--- config.mk ---
export PLATFORM = sky130hd
export DESIGN_NAME = issue_rr_arbiter
export DESIGN_NICKNAME = d
export VERILOG_FILES = /design/src/rtl/issue_rr_arbiter.sv
export SDC_FILE = /design/constraint.sdc
export NUM_CORES = 1
export LEC_CHECK = 0
export CAP_MARGIN = 10
export CORE_MARGIN = 2
export CORE_UTILIZATION = 60
export DETAILED_ROUTE_END_ITERATION = 10
export DONT_BUFFER_PORTS = 1
export PLACE_DENSITY = 0.72
export SYNTH_ARGS = -nofsm -noshare
export SYNTH_HDL_FRONTEND = slang
export SYNTH_SLANG_ARGS = --single-unit
--- constraint.sdc ---
create_clock -name clk -period 4.1 [get_ports clk]
set_input_delay 0.82 -clock clk [delete_from_list [all_inputs] [get_ports clk]]
set_output_delay 0.82 -clock clk [all_outputs]
set_load 0.05 [all_outputs]
--- src/rtl/issue_rr_arbiter.sv ---
// Round-robin issue arbiter: picks one eligible wavefront per cycle and emits a
// registered one-cycle issue pulse that also drives the valid tracker's clear inputs.
module issue_rr_arbiter #(
    parameter int WF_PER_CU    = 40,
    parameter int WF_ID_LENGTH = 6
) (
    input  logic                    clk,
    input  logic                    rst,
    input  logic [WF_PER_CU-1:0]    valid_entry,
    input  logic [WF_PER_CU-1:0]    ready_mask,
    input  logic                    fu_ready,
    input  logic                    flush_en,
    input  logic [WF_ID_LENGTH-1:0] flush_wfid,
    output logic                    issue_valid,
    output logic [WF_ID_LENGTH-1:0] issue_wfid
);

    localparam logic [WF_ID_LENGTH-1:0] LAST_WF = WF_ID_LENGTH'(WF_PER_CU - 1);

    logic [WF_ID_LENGTH-1:0] rr_ptr;
    logic [WF_PER_CU-1:0]    last_mask;
    logic [WF_PER_CU-1:0]    flush_mask;
    logic [WF_PER_CU-1:0]    eligible;
    logic                    sel_found;
    logic [WF_ID_LENGTH-1:0] sel_idx;
    logic                    wrap_found;
    logic [WF_ID_LENGTH-1:0] wrap_idx;
    logic                    issue_now;

    // Out-of-range flush ids (>= WF_PER_CU) match no slot and are ignored.
    // NOTE: every always_comb output gets a default first so no latch is inferred.
    always_comb begin
        flush_mask = '0;
        if (flush_en && (int'(flush_wfid) < WF_PER_CU)) begin
            flush_mask[flush_wfid] = 1'b1;
        end
    end

    assign eligible  = valid_entry & ready_mask & ~last_mask & ~flush_mask;
    assign issue_now = fu_ready && (|eligible);

    // Circular search from rr_ptr: lowest eligible at or above the pointer wins,
    // otherwise fall back to the lowest eligible overall (the wrapped part).
    always_comb begin
        sel_found  = 1'b0;
        sel_idx    = '0;
        wrap_found = 1'b0;
        wrap_idx   = '0;
        for (int i = WF_PER_CU - 1; i >= 0; i--) begin
            if (eligible[i]) begin
                wrap_found = 1'b1;
                wrap_idx   = WF_ID_LENGTH'(i);
                if (i >= int'(rr_ptr)) begin
                    sel_found = 1'b1;
                    sel_idx   = WF_ID_LENGTH'(i);
                end
            end
        end
        if (!sel_found) begin
            sel_found = wrap_found;
            sel_idx   = wrap_idx;
        end
    end

    // last_mask shadows the issued WF for one cycle, covering the tracker's clear lag.
    // NOTE: sequential state uses non-blocking assignments so all registers update together.
    always_ff @(posedge clk or negedge rst) begin
        if (!rst) begin
            issue_valid <= 1'b0;
            issue_wfid  <= '0;
            rr_ptr      <= '0;
            last_mask   <= '0;
        end else if (issue_now) begin
            issue_valid <= 1'b1;
            issue_wfid  <= sel_idx;
            rr_ptr      <= (sel_idx == LAST_WF) ? '0 : sel_idx + 1'b1;
            last_mask   <= WF_PER_CU'(1) << sel_idx;
        end else begin
            issue_valid <= 1'b0;
            last_mask   <= '0;
        end
    end

endmodule
# Yosys cells after proc, flatten, opt, wreduce, memory -nomap -nowiden
# Cells that the tools add are included.
# Widths: inputs -> output; s select.
[op_classes]
shift = 1
bitwise = 5
n_addsub = 1
reduce_logical = 4
magnitude_cmp = 43
muxes = 207
eq_ne = 1
[op_table]
columns = ["operator", "count"]
rows = [
  ["$mux 6", 122],
  ["$and 40x40->40", 3],
  ["$ge 5x6->1 const A", 16],
  ["$mux 1", 82],
  ["$mux 40", 2],
  ["$not 40->40", 2],
  ["$ge 4x6->1 const A", 8],
  ["$ge 6x6->1 const A", 8],
  ["$reduce_or 40->1", 1],
  ["$shl 1x6->40 const A", 1],
  ["$ge 3x6->1 const A", 4],
  ["$ge 1x6->1 const A", 2],
  ["$ge 2x6->1 const A", 2],
  ["$lt 6x7->1 const B", 1],
  ["$add 6x1->6 const B", 1],
  ["$demux 1 s6", 1],
  ["$eq 6x6->1 const B", 1],
  ["$ge 6x1->1 const B", 1],
  ["$lt 6x6->1 const B", 1],
  ["$logic_and 1x1->1", 3],
]
[totals]
out_inout_bits = 7
register_bits = 53
word_cells = 266
input_bits = 90

# Logic depth before layout (Yosys ltp)
[depth]
ltp_word = 89
depth_mapped = 16
mapped_depth_nobuf = 13

# Worst setup path before layout
# Ideal clock, no wire load.
[synth_path]
kind = "input to register"
from = "input port flush_wfid[2]"
to = "register rr_ptr[4]"
slack_ps = 519
setup_ps = 129
t_arrival_ps = 3452
required_ps = 3971
path_buffers = 2
cell_stages = 14
cell_sequence = "buf_4 and3_1 buf_2 a211oi_2 o41ai_4 nand3_2 or3_4 nor3_2 a41o_2 ha_1 inv_1 a211oi_1 xor2_1 o21ai_1"
[synth_between]
elab_chain_len = 89
elab_cells_between_ends = 214
cone_classes = "1 x add/sub; 3 x order compare; 1 x eq/ne; 203 x mux; 2 x bitwise; 4 x reduce/logical"
[synth_rtl]
columns = ["item", "line_no", "text"]
rows = [
  ["start: declaration", "13", "input logic [WF_ID_LENGTH-1:0] flush_wfid,"],
  ["$lt 6x7->1 (implied by the code) or $ge 6x1->1 (tied branches)", "35", "flush_mask[flush_wfid] = 1'b1;"],
  ["$logic_and 1x1->1 (implied by the code)", "35", ""],
  ["$mux 1 (implied by the code)", "35", ""],
  ["$demux 1 s6", "35", ""],
  ["$mux 40 *", "34", "if (flush_en && (int'(flush_wfid) < WF_PER_CU)) begin"],
  ["$not 40->40 *", "39", "assign eligible = valid_entry & ready_mask & ~last_mask & ~flush_mask;"],
  ["$and 40x40->40 *", "39", ""],
  ["$mux 6 or $mux 1 (tied branches)", "50", "if (eligible[i]) begin"],
  ["(+74 left out)", "-", ""],
  ["$mux 6 or $mux 1 (tied branches)", "53", "if (i >= int'(rr_ptr)) begin"],
  ["$mux 6 or $mux 1 (tied branches)", "50", ""],
  ["$mux 6 or $mux 1 (tied branches)", "53", ""],
  ["$mux 6 or $mux 1 (tied branches)", "50", ""],
  ["$mux 6 *", "59", "if (!sel_found) begin"],
  ["net sel_idx[1]", "25", "logic [WF_ID_LENGTH-1:0] sel_idx;"],
  ["$add 6x1->6 or $eq 6x6->1 (tied branches)", "76", "rr_ptr <= (sel_idx == LAST_WF) ? '0 : sel_idx + 1'b1;"],
  ["$mux 6 *", "76", ""],
  ["end signal: assignment", "76", ""],
  ["end: declaration", "20", "logic [WF_ID_LENGTH-1:0] rr_ptr;"],
]
# The timed path passes the listed nets; every way through them passes the cells marked *.
# A chain may end at the register's enable or synchronous reset.

# Worst setup path after layout
[layout_path]
from = "input port flush_wfid[5]"
to = "register rr_ptr[4]"
# The elaborated chain is that of the path after synthesis.

==> qor.yml <==
run_status:
  outcome: "complete, no violations"
synth:
  synthMuxAreaShare_pct: 0
  synth_top_family_by_area: "compound AO/OA/AOI/OAI gates"
  synth-compound-area-share_pct: 33.9
  synth_ff_type: "dfrtp_1"
  async_reset_ff_share_pct: 100
  synth-simple-area-share_pct: 32.9
  synthAdderAreaFrac_pct: 1.52
  syn_avg_cell_area_um2: 8.52
  ys_seq_area_share_pct: 26.8
  ys_ff_latch: 53
  syn_area_um2: 4950
  synthXorXnorAreaFrac_pct: 0.177
  yosysWarnings: 0
  synthCells: 581
  synth_edf_count: 0
  syn_nets: 677
  yosysUniqueCellTypes: 96
critical_path:
  worst_setup_path_end_kind: "flop"
  r2r_cells: 13
  crit_fanout: 8
  startpoint_type: "input pin"
  worst-setup-path-type: "in -> reg"
  reg2reg_from: "rr_ptr[0]"
  crit_arrival_ns: 4.01
  ff2ff_setup_slack_ns: 0.33
  cp.required_ns: 4.28
  r2r_end: "rr_ptr[4]"
power:
  leakage_nw: 2.25
  power.density_nw_per_um2: 524
  ir_drop_uv: 793
cells_and_area:
  drive_gt1_share_pct: 15.7
  finalNetCount: 692
  mostFrequentLayoutCells: "dfrtp_1, a21oi_1, buf_4, nand2_1, and2_1"
  final_common_cell: "dfrtp_1"
  fillers: 671
  area_growth_pct: 7.78
  diodes: 0
sta:
  worst_pin_slew_ns: 0.647
  fin_ws_ns: 0.275
  hold_violations: 0
  maxSlewViolCount: 0
  period_needed_ns: 3.82
  totalNegativeSetupSlack_ns: 0
  fmax_mhz: 261
  holdWs_ns: 0.205
  slew_headroom_pct: 56.8
  setup_violations: 0
  fin_skew_ns: 0.00669
  rsz0062_at_grt: "no"
  timing.final.crit_share_pct: 93.3
clock_network:
  cts-root-buf: "clkbuf_8"
  cts_post_setup_buffers_inserted: 0
  htreeDepth: 2
  numCtsBuffers: 5
  cts_tree: "built"
  cts_max_path_buffers: 2
  cts.reportedPaths.clkPinSlew_ns: 0.09
  cts.sinks: 53
  insertion_delay_ns: 0.30
route:
  dr.pass1.iters: 5
  routed_wl_mm: 17.5
  num_vias: 5257
  avgViaCountPerCell: 7.49
  wire_per_inst_um: 24.9
  drc: 0
  ant_nets: 0
  drtIter0Drc: 576
floorplanning:
  io_pins: 97
  die_y_um: 94.8
  dieArea_um2: 8990
  core_um2: 8090
  die_width_um: 94.8
  row_count: 33
  start_util_pct: 61.2
place:
  post-place-ws_ns: 0.00727
  gp_congestion: 0.988
  dp_hpwl_mm: 13.8
  port-buffer-count: 0
global_route:
  grt_util_all_layers_pct: 39.2
  grt_max_degree: 54
  grt_first_pass_wirelength_mm: 26.7
  first_global_vias: 4826
  antenna_found_initial: 0
  grt-ovfl-total: 0
job:
  maxCapViolCount: 0
min_path:
  hp-class: "in -> async"
[flip-flops by register name (all words and copies together) (netlist names)]
signal and count:
last_mask 40, issue_wfid 6, rr_ptr 6, issue_valid 1
[routing by layer]
| layer | global-route usage, % | vias to the layer above | part of all wire, % |
|---|---|---|---|
| met5 | 0 | - | 0 |
| met4 | 14.5 | 0 | 4.5 |
| met3 | 4.63 | 76 | 11 |
| met2 | 61.6 | 395 | 44 |
| met1 | 55.6 | 2485 | 40 |
| li1 | - | 2301 | - |
[through the flow]
stage	power [mW]	area, um2	cells	util, %
after floorplan	1.90	4950	581	-
after global placement	2.42	5250	694	64.8
after detailed placement	2.45	5250	694	64.8
after CTS	2.74	5340	702	65.9
after global routing	2.96	5340	702	65.9
final	2.80	5340	702	65.9
[power by group]
group | switching (mW) | leakage, nW | internal [mW] | total [mW]
sequential | 0.167 | 0.722 | 0.607 | 0.774
clock | 0.161 | 0.0374 | 0.120 | 0.281
combinational | 1.09 | 1.49 | 0.650 | 1.74
[cells in the mapped netlist (all sizes together) (4+ instances only)]
master   number  share of area [%]
nand4bb       4               0.91
o21a          6               0.91
a21oi        52                5.3
a21o         10                1.5
a211o         5               0.88
and4          4               0.71
and2         34                4.3
nor4         11                1.6
a221oi        4               0.83
nor2b         7               0.88
and3         16                2.0
nand3b       34                5.2
a21boi        5               0.76
nand4         4               0.51
a211oi       23                4.1
and3b         9                1.6
a2111o        5                1.1
nand2        41                3.1
nor3b         7                1.6
inv          10               0.76
a2111oi      10                2.7
o211ai        8                1.2
nor2         29                2.2
nand3         5               0.61
a31oi         5               0.63
clkbuf        7               0.53
buf          29                3.4
ha            6                1.5
dfrtp        53                 27
o22ai        12                1.5
nor3         16                2.4
o21ai        33                3.5
or2           6               0.76
nand2b        4               0.51
[area by class of cell]
| class | instances | area [um2] | share of cell area (%) |
|---|---|---|---|
| multi-input cells | 482 | 3400 | 63.7 |
| repair buffers | 44 | 355 | 6.66 |
| clock buffers | 6 | 72.6 | 1.36 |
| flip-flops and latches | 53 | 1330 | 24.9 |
| inverters | 10 | 37.5 | 0.703 |
| clock inverters | 2 | 15.0 | 0.281 |
| well taps | 105 | 131 | 2.46 |
[what timing repair did]
action	4_1_cts	5_1_grt
hold buffers	0	0
setup endpoints to repair	0	4
gates resized for setup	0	1
[logic make-up after synthesis]
family,after synthesis
buf+inv,46
fa+ha+maj,6
xor+xnor,1
simple gates,251
compound gates,224
flops,53
[worst max-delay path, stage by stage]
cell and delay, ns:
and4bb_1 0.32, buf_4 0.21, a211oi_4 0.40, o21ai_1 0.13, a2111oi_1 0.55, o221ai_1 0.18, o221a_2 0.25, nor2_1 0.17
or2_1 0.24, ha_1 0.23, inv_1 0.05, a211oi_1 0.21, xor2_1 0.17, o21ai_1 0.07
[how the worst max path moves through the flow]
| stage | start | end | slack [ns] | cells after the start |
|---|---|---|---|---|
| after floorplan | flush_wfid[2] | rr_ptr[4] | 0.52 | 14 |
| after global placement | flush_wfid[5] | rr_ptr[3] | 0.14 | 13 |
| after detailed placement | flush_wfid[5] | rr_ptr[4] | 0.007 | 14 |
| after CTS | flush_wfid[5] | rr_ptr[4] | 0.33 | 14 |
| after global routing | rr_ptr[0] | rr_ptr[4] | 0.10 | 13 |
| final | flush_wfid[5] | rr_ptr[4] | 0.28 | 14 |
No activity file was read; power rests on OpenSTA's default activity.
